**src/rtl/display_controller_if.sv**
```systemverilog
// Request/result bundle for the binary-to-BCD display controller.
// The requester drives in_valid/in_value; the controller drives the rest.
interface display_controller_if;
    logic        in_valid;
    logic [19:0] in_value;
    logic        in_ready;
    logic        busy;
    logic [23:0] digits;
    logic [5:0]  digit_en;
    logic        overflow;
    logic        out_valid;

    // Requester side
    modport master (
        output in_valid,
        output in_value,
        input  in_ready,
        input  busy,
        input  digits,
        input  digit_en,
        input  overflow,
        input  out_valid
    );

    // Controller side
    modport slave (
        input  in_valid,
        input  in_value,
        output in_ready,
        output busy,
        output digits,
        output digit_en,
        output overflow,
        output out_valid
    );
endinterface

```
**src/rtl/display_controller.sv**
```systemverilog
// Six-digit seven-segment display controller.
// Converts a 20-bit unsigned value to BCD with a serial double-dabble engine
// (one bit per cycle, 20 cycles), then publishes digits, per-digit enables
// with optional leading-zero blanking, and a saturating overflow flag.
// Display outputs change only at the end of a complete conversion.
module display_controller #(
    parameter bit BLANK_LZ = 1'b1
) (
    input logic                 clk,
    input logic                 rst_n,
    display_controller_if.slave bus
);

    typedef enum logic [1:0] {
        IDLE  = 2'd0,
        SHIFT = 2'd1,
        DONE  = 2'd2
    } state_e;

    // Last iteration index of the SHIFT phase (one bit per input bit).
    localparam logic [4:0] LAST_STEP = 5'd19;

    // Add 3 to every BCD digit that is 5 or more, so the following left
    // shift carries correctly into the next decimal position.
    function automatic logic [27:0] dabble_adjust(input logic [27:0] s);
        logic [27:0] r;
        r = s;
        for (int d = 0; d < 7; d++) begin
            if (s[4*d +: 4] >= 4'd5) begin
                r[4*d +: 4] = s[4*d +: 4] + 4'd3;
            end else begin
                r[4*d +: 4] = s[4*d +: 4];
            end
        end
        return r;
    endfunction

    // Leading-zero blanking: a digit is lit if it or any more significant
    // digit is nonzero; the ones digit is always lit so zero shows as "0".
    function automatic logic [5:0] blank_mask(input logic [23:0] d);
        logic [5:0] m;
        logic       any_nz;
        m      = 6'b000000;
        any_nz = 1'b0;
        for (int i = 5; i >= 0; i--) begin
            any_nz = any_nz | (d[4*i +: 4] != 4'd0);
            m[i]   = any_nz | (i == 0);
        end
        return m;
    endfunction

    state_e      state_q, state_d;
    logic [19:0] bin_q, bin_d;
    logic [27:0] scratch_q, scratch_d;
    logic [4:0]  cnt_q, cnt_d;
    logic [23:0] digits_q, digits_d;
    logic [5:0]  digit_en_q, digit_en_d;
    logic        overflow_q, overflow_d;
    logic        out_valid_q, out_valid_d;
    logic [27:0] adj_s;

    // Next-state and datapath update for the conversion FSM.
    always_comb begin
        state_d     = state_q;
        bin_d       = bin_q;
        scratch_d   = scratch_q;
        cnt_d       = cnt_q;
        digits_d    = digits_q;
        digit_en_d  = digit_en_q;
        overflow_d  = overflow_q;
        out_valid_d = 1'b0;
        adj_s       = dabble_adjust(scratch_q);

        case (state_q)
            IDLE: begin
                if (bus.in_valid) begin
                    bin_d     = bus.in_value;
                    scratch_d = 28'd0;
                    cnt_d     = 5'd0;
                    state_d   = SHIFT;
                end else begin
                    state_d   = IDLE;
                end
            end

            SHIFT: begin
                {scratch_d, bin_d} = {adj_s[26:0], bin_q, 1'b0};
                if (cnt_q == LAST_STEP) begin
                    cnt_d   = 5'd0;
                    state_d = DONE;
                end else begin
                    cnt_d   = cnt_q + 5'd1;
                    state_d = SHIFT;
                end
            end

            DONE: begin
                if (scratch_q[27:24] != 4'd0) begin
                    // Seventh digit set: value >= 1000000, saturate display.
                    overflow_d = 1'b1;
                    digits_d   = 24'h999999;
                    digit_en_d = 6'b111111;
                end else begin
                    overflow_d = 1'b0;
                    digits_d   = scratch_q[23:0];
                    if (BLANK_LZ) begin
                        digit_en_d = blank_mask(scratch_q[23:0]);
                    end else begin
                        digit_en_d = 6'b111111;
                    end
                end
                out_valid_d = 1'b1;
                state_d     = IDLE;
            end

            default: begin
                state_d = IDLE;
            end
        endcase
    end

    // FSM state register with synchronous active-low reset.
    always_ff @(posedge clk) begin
        if (!rst_n) begin
            state_q <= IDLE;
        end else begin
            state_q <= state_d;
        end
    end

    // Conversion scratch and registered display outputs.
    always_ff @(posedge clk) begin
        if (!rst_n) begin
            bin_q       <= 20'd0;
            scratch_q   <= 28'd0;
            cnt_q       <= 5'd0;
            digits_q    <= 24'd0;
            digit_en_q  <= 6'b000001;
            overflow_q  <= 1'b0;
            out_valid_q <= 1'b0;
        end else begin
            bin_q       <= bin_d;
            scratch_q   <= scratch_d;
            cnt_q       <= cnt_d;
            digits_q    <= digits_d;
            digit_en_q  <= digit_en_d;
            overflow_q  <= overflow_d;
            out_valid_q <= out_valid_d;
        end
    end

    assign bus.in_ready  = (state_q == IDLE);
    assign bus.busy      = (state_q != IDLE);
    assign bus.digits    = digits_q;
    assign bus.digit_en  = digit_en_q;
    assign bus.overflow  = overflow_q;
    assign bus.out_valid = out_valid_q;

endmodule

```
**src/flat_wrapper.sv**
```systemverilog
// flat-port wrapper written by rule: the top's interface ports become plain ports
module display_controller_flat 
#(
    parameter bit BLANK_LZ = 1'b1
)
  (clk, rst_n, bus_in_valid, bus_in_value, bus_in_ready, bus_busy, bus_digits, bus_digit_en, bus_overflow, bus_out_valid);
  display_controller_if bus_i ();
  input logic clk;
  input logic rst_n;
  input wire logic [$bits(bus_i.in_valid)-1:0] bus_in_valid;
  input wire logic [$bits(bus_i.in_value)-1:0] bus_in_value;
  output wire logic [$bits(bus_i.in_ready)-1:0] bus_in_ready;
  output wire logic [$bits(bus_i.busy)-1:0] bus_busy;
  output wire logic [$bits(bus_i.digits)-1:0] bus_digits;
  output wire logic [$bits(bus_i.digit_en)-1:0] bus_digit_en;
  output wire logic [$bits(bus_i.overflow)-1:0] bus_overflow;
  output wire logic [$bits(bus_i.out_valid)-1:0] bus_out_valid;
  assign bus_i.in_valid = bus_in_valid;
  assign bus_i.in_value = bus_in_value;
  assign bus_in_ready = bus_i.in_ready;
  assign bus_busy = bus_i.busy;
  assign bus_digits = bus_i.digits;
  assign bus_digit_en = bus_i.digit_en;
  assign bus_overflow = bus_i.overflow;
  assign bus_out_valid = bus_i.out_valid;
  display_controller #(.BLANK_LZ(BLANK_LZ)) u_core (.clk(clk), .rst_n(rst_n), .bus(bus_i));
endmodule
```
**config.mk**
```make
export PLATFORM = sky130hd
export DESIGN_NAME = display_controller_flat
export DESIGN_NICKNAME = d
export VERILOG_FILES = /design/src/rtl/display_controller_if.sv /design/src/rtl/display_controller.sv /design/src/flat_wrapper.sv
export SDC_FILE = /design/constraint.sdc
export NUM_CORES = 1
export LEC_CHECK = 0
export ABC_AREA = 1
export CAP_MARGIN = 20
export CELL_PAD_IN_SITES_DETAIL_PLACEMENT = 1
export CELL_PAD_IN_SITES_GLOBAL_PLACEMENT = 1
export CORE_ASPECT_RATIO = 1.4
export CORE_MARGIN = 10
export CORE_UTILIZATION = 44
export CTS_BUF_LIST = sky130_fd_sc_hd__clkbuf_8
export CTS_CLUSTER_DIAMETER = 120
export DETAILED_ROUTE_END_ITERATION = 6
export GPL_TIMING_DRIVEN = 1
export PLACE_DENSITY = 0.88
export SETUP_SLACK_MARGIN = 0.2
export SYNTH_ARGS = -nofsm -noshare
export SYNTH_HDL_FRONTEND = slang
export SYNTH_SLANG_ARGS = --single-unit
```
**constraint.sdc**
```tcl
create_clock -name clk -period 4.4 [get_ports clk]
set_clock_uncertainty 0.2 [all_clocks]
set_input_delay 0.88 -clock clk [delete_from_list [all_inputs] [get_ports clk]]
set_output_delay 0.88 -clock clk [all_outputs]
set_load 0.01 [all_outputs]
```
==> reports/summary.txt <==
initial core utilization - 0.456
diode count - 0
hold_buf cts - 0
CP max FO - 41
worst hold path class - reg -> reg
max-slew violation count - 0
crit-path cells - clkdlybuf4s50_1 > buf_4 > nand2_1 > o21ai_0
Tcrit/Tclk final - 0.650
DRT Pass-1 Iters - 4
Syn Area/Cell - 7.39 um2
Setup WS pre-CTS - 1.19 ns
DRC - 0
final WL - 11,100 um
mean routed wirelength per cell - 16.1 um
final-report hold violation count - 0
CP startpoint - rst_n
via count - 3,668
metal2 WL - 5690 um
#FFs+latches synth - 86
layout cells sized above 1 - 0.0462
Worst path max stage delay - 0.69 ns
initial antenna violation count - 0
TritonCTS clock tree - done
syn_nets - 578
FILL cells - 1,108
relative slew slack - 0.315
DRT iter0 DRCs - 158
first-pass GRT wire length - 18,900 um
Yosys Warn Count - 0
vias per cell - 5.32
R2R Path Start - u_core.state_q[0]
Slowest-stage cell, CP - nand2_1
CTS Sinks - 86
Crit path max-delay family - buffers and inverters
Reg2Reg Depth - 6
worst hold slack - 0.251 ns
GR Overflow Total - 0
Critical Path End - u_core.scratch_q[14]
achievable clock frequency - 349 MHz
Critical Path Source Type - primary input
Worst EP required - 4.47 ns
cell area after layout - 0.00472 mm2
Finished Core Util - 0.545
Worst Path Arrival - 2.93 ns
Worst Slack Setup Final - 1.54 ns
H-Tree Depth - 3
FF-to-FF End - u_core.scratch_q[8]
R2R setup slack - 2.05 ns
Netlist cell types - 27
Slew @ Worst Pin - 1.03 ns
Routability Congestion - 0.884
placed instance area - 0.00453 mm2
Crit. End Element - register
clock transition at the registers of the reported paths - 0.09 ns
run status - finished clean
CTS Root Cell - clkbuf_8
post_cts resized - 0
row cnt - 40
peak supply drop - 218 uV
Post-synth EDFFs - 0
Post-Synthesis Cells - 534
largest net degree at the start of global routing - 42
register area share after synthesis - 0.436
Final HPWL DP - 7950 um
Final TNS setup - 0 ns
Leakage - 2.00 nW
Core ar. - 0.00866 mm2
# Post-CTS Setup Buffers - 0
asr flop ratio synth - 0
RSZ-0062 raised after global routing - false
Clock Latency Late Sink - 0.37 ns
Max Root-Sink Buffers - 2
Total Routing Usage GR - 0.174
max layer used - met4
I/O Buffers - 55
Main synth FF type - dfxtp_1
wl on met1 - 4490 um
width of the die - 100 um
Max Cap Viol - 0
Finish-stage setup viols - 0
power per cell area - 311 mW/mm2
synthesized cell area - 0.00395 mm2
CP Depth - 4
die area - 0.0132 mm2
die height - 132 um
Total Power - 1.47 mW
routed wl met3 - 596 um
NumNets Final - 623
CP Buf/Inv Count - 2
number of global-route vias before repair - 4,005
Post-Layout Cell Count - 689
post-layout min period - 2.86 ns
number of instances in the placed design - 673
Routed Antenna Nets - 0
Layout area overhead - 19.6%
IO Count - 57
crit path kind - in -> reg
CTS buffer count - 9
-- flip-flops by register name, summed over array words and instances (netlist names) --
signal,count
u_core.scratch_q,28
u_core.bus.out_valid,1
u_core.bus.digit_en,5
u_core.cnt_q,5
u_core.bus.digits,24
u_core.bus.overflow,1
u_core.state_q,2
u_core.bin_q,20
-- cells by family after synthesis --
family / after synthesis / share of synthesized area
AOI/OAI and AO/OA: 144 / 0.197
xor gates and xnor gates: 4 / 0.00887
adders and majority gates: 21 / 0.0665
buffers and inverters: 105 / 0.106
DFF: 86 / 0.436
other: 1 / 0.000950
and+or+nand+nor: 173 / 0.185
-- cells in the mapped netlist, types with 7 or more instances --
master / n / area (um2)
dfxtp_1: 86 / 1720
o21ai_1: 7 / 35.0
o22ai_1: 7 / 43.8
nand2_1: 108 / 405
inv_1: 77 / 289
nor2_1: 24 / 90.1
ha_1: 21 / 263
buf_2: 10 / 50.1
clkbuf_1: 8 / 30.0
nand3_1: 28 / 140
o21ai_0: 76 / 380
o211ai_1: 16 / 120
a21oi_1: 36 / 180
-- worst min-delay path by stage --
stage | start | depth (start not counted) | end | slack [ns]
floorplan | u_core.bin_q[10] | 2 | u_core.bin_q[10] | 0.22
global route | u_core.bin_q[2] | 2 | u_core.bin_q[2] | 0.28
detailed placement | u_core.bin_q[8] | 2 | u_core.bin_q[8] | 0.24
finish | u_core.bin_q[1] | 2 | u_core.bin_q[1] | 0.25
CTS | u_core.bin_q[8] | 2 | u_core.bin_q[8] | 0.26
global placement | u_core.bin_q[3] | 2 | u_core.bin_q[3] | 0.24
-- routing by layer --
metal / vias up / track usage
met2: 69 / 0.305
met1: 1759 / 0.179
li1: 1815 / -
met4: 0 / 0.0906
met3: 25 / 0.0540
met5: - / 0
-- layout make-up --
class | count | area [um2] | area share
Inverter | 82 | 308 | 0.0652
Timing Repair Buffer | 57 | 566 | 0.120
Clock inverter | 4 | 21.3 | 0.00451
Multi-Input combinational cell | 343 | 1810 | 0.383
Clock buffer | 12 | 165 | 0.0350
Sequential cell | 86 | 1720 | 0.365
Tap cell | 105 | 131 | 0.0278
-- placed cells by master (no fill, tap or decap), drive strengths merged --
cell | synthesis | layout
clkdlybuf4s50 | 0 | 55
clkinv | 0 | 2
o211ai | 16 | 16
nand2 | 110 | 110
nand4 | 6 | 6
nor2b | 1 | 1
xnor2 | 1 | 1
nor2 | 26 | 26
ha | 21 | 21
conb | 1 | 1
clkbuf | 9 | 12
o2111ai | 1 | 1
buf | 14 | 2
o22ai | 7 | 7
nor3b | 2 | 2
dfxtp | 86 | 86
o21ai | 84 | 84
nand3 | 28 | 28
clkinvlp | 0 | 1
a21oi | 36 | 36
xor2 | 3 | 3
inv | 82 | 83
-- power by group --
part	internal, mW	total (mW)	switching (mW)
Sequential	0.800	0.808	0.00805
Combinational	0.0473	0.126	0.0788
Clock	0.248	0.534	0.286
-- worst reg2reg max path, stage by stage, from the launching register on --
cell	delay, ns
dfxtp_1	0.42
nand2_2	0.45
nor2_4	0.66
inv_2	0.19
a21oi_1	0.16
o21ai_0	0.09
o21ai_0	0.08
(Power assumes the default switching activity.)
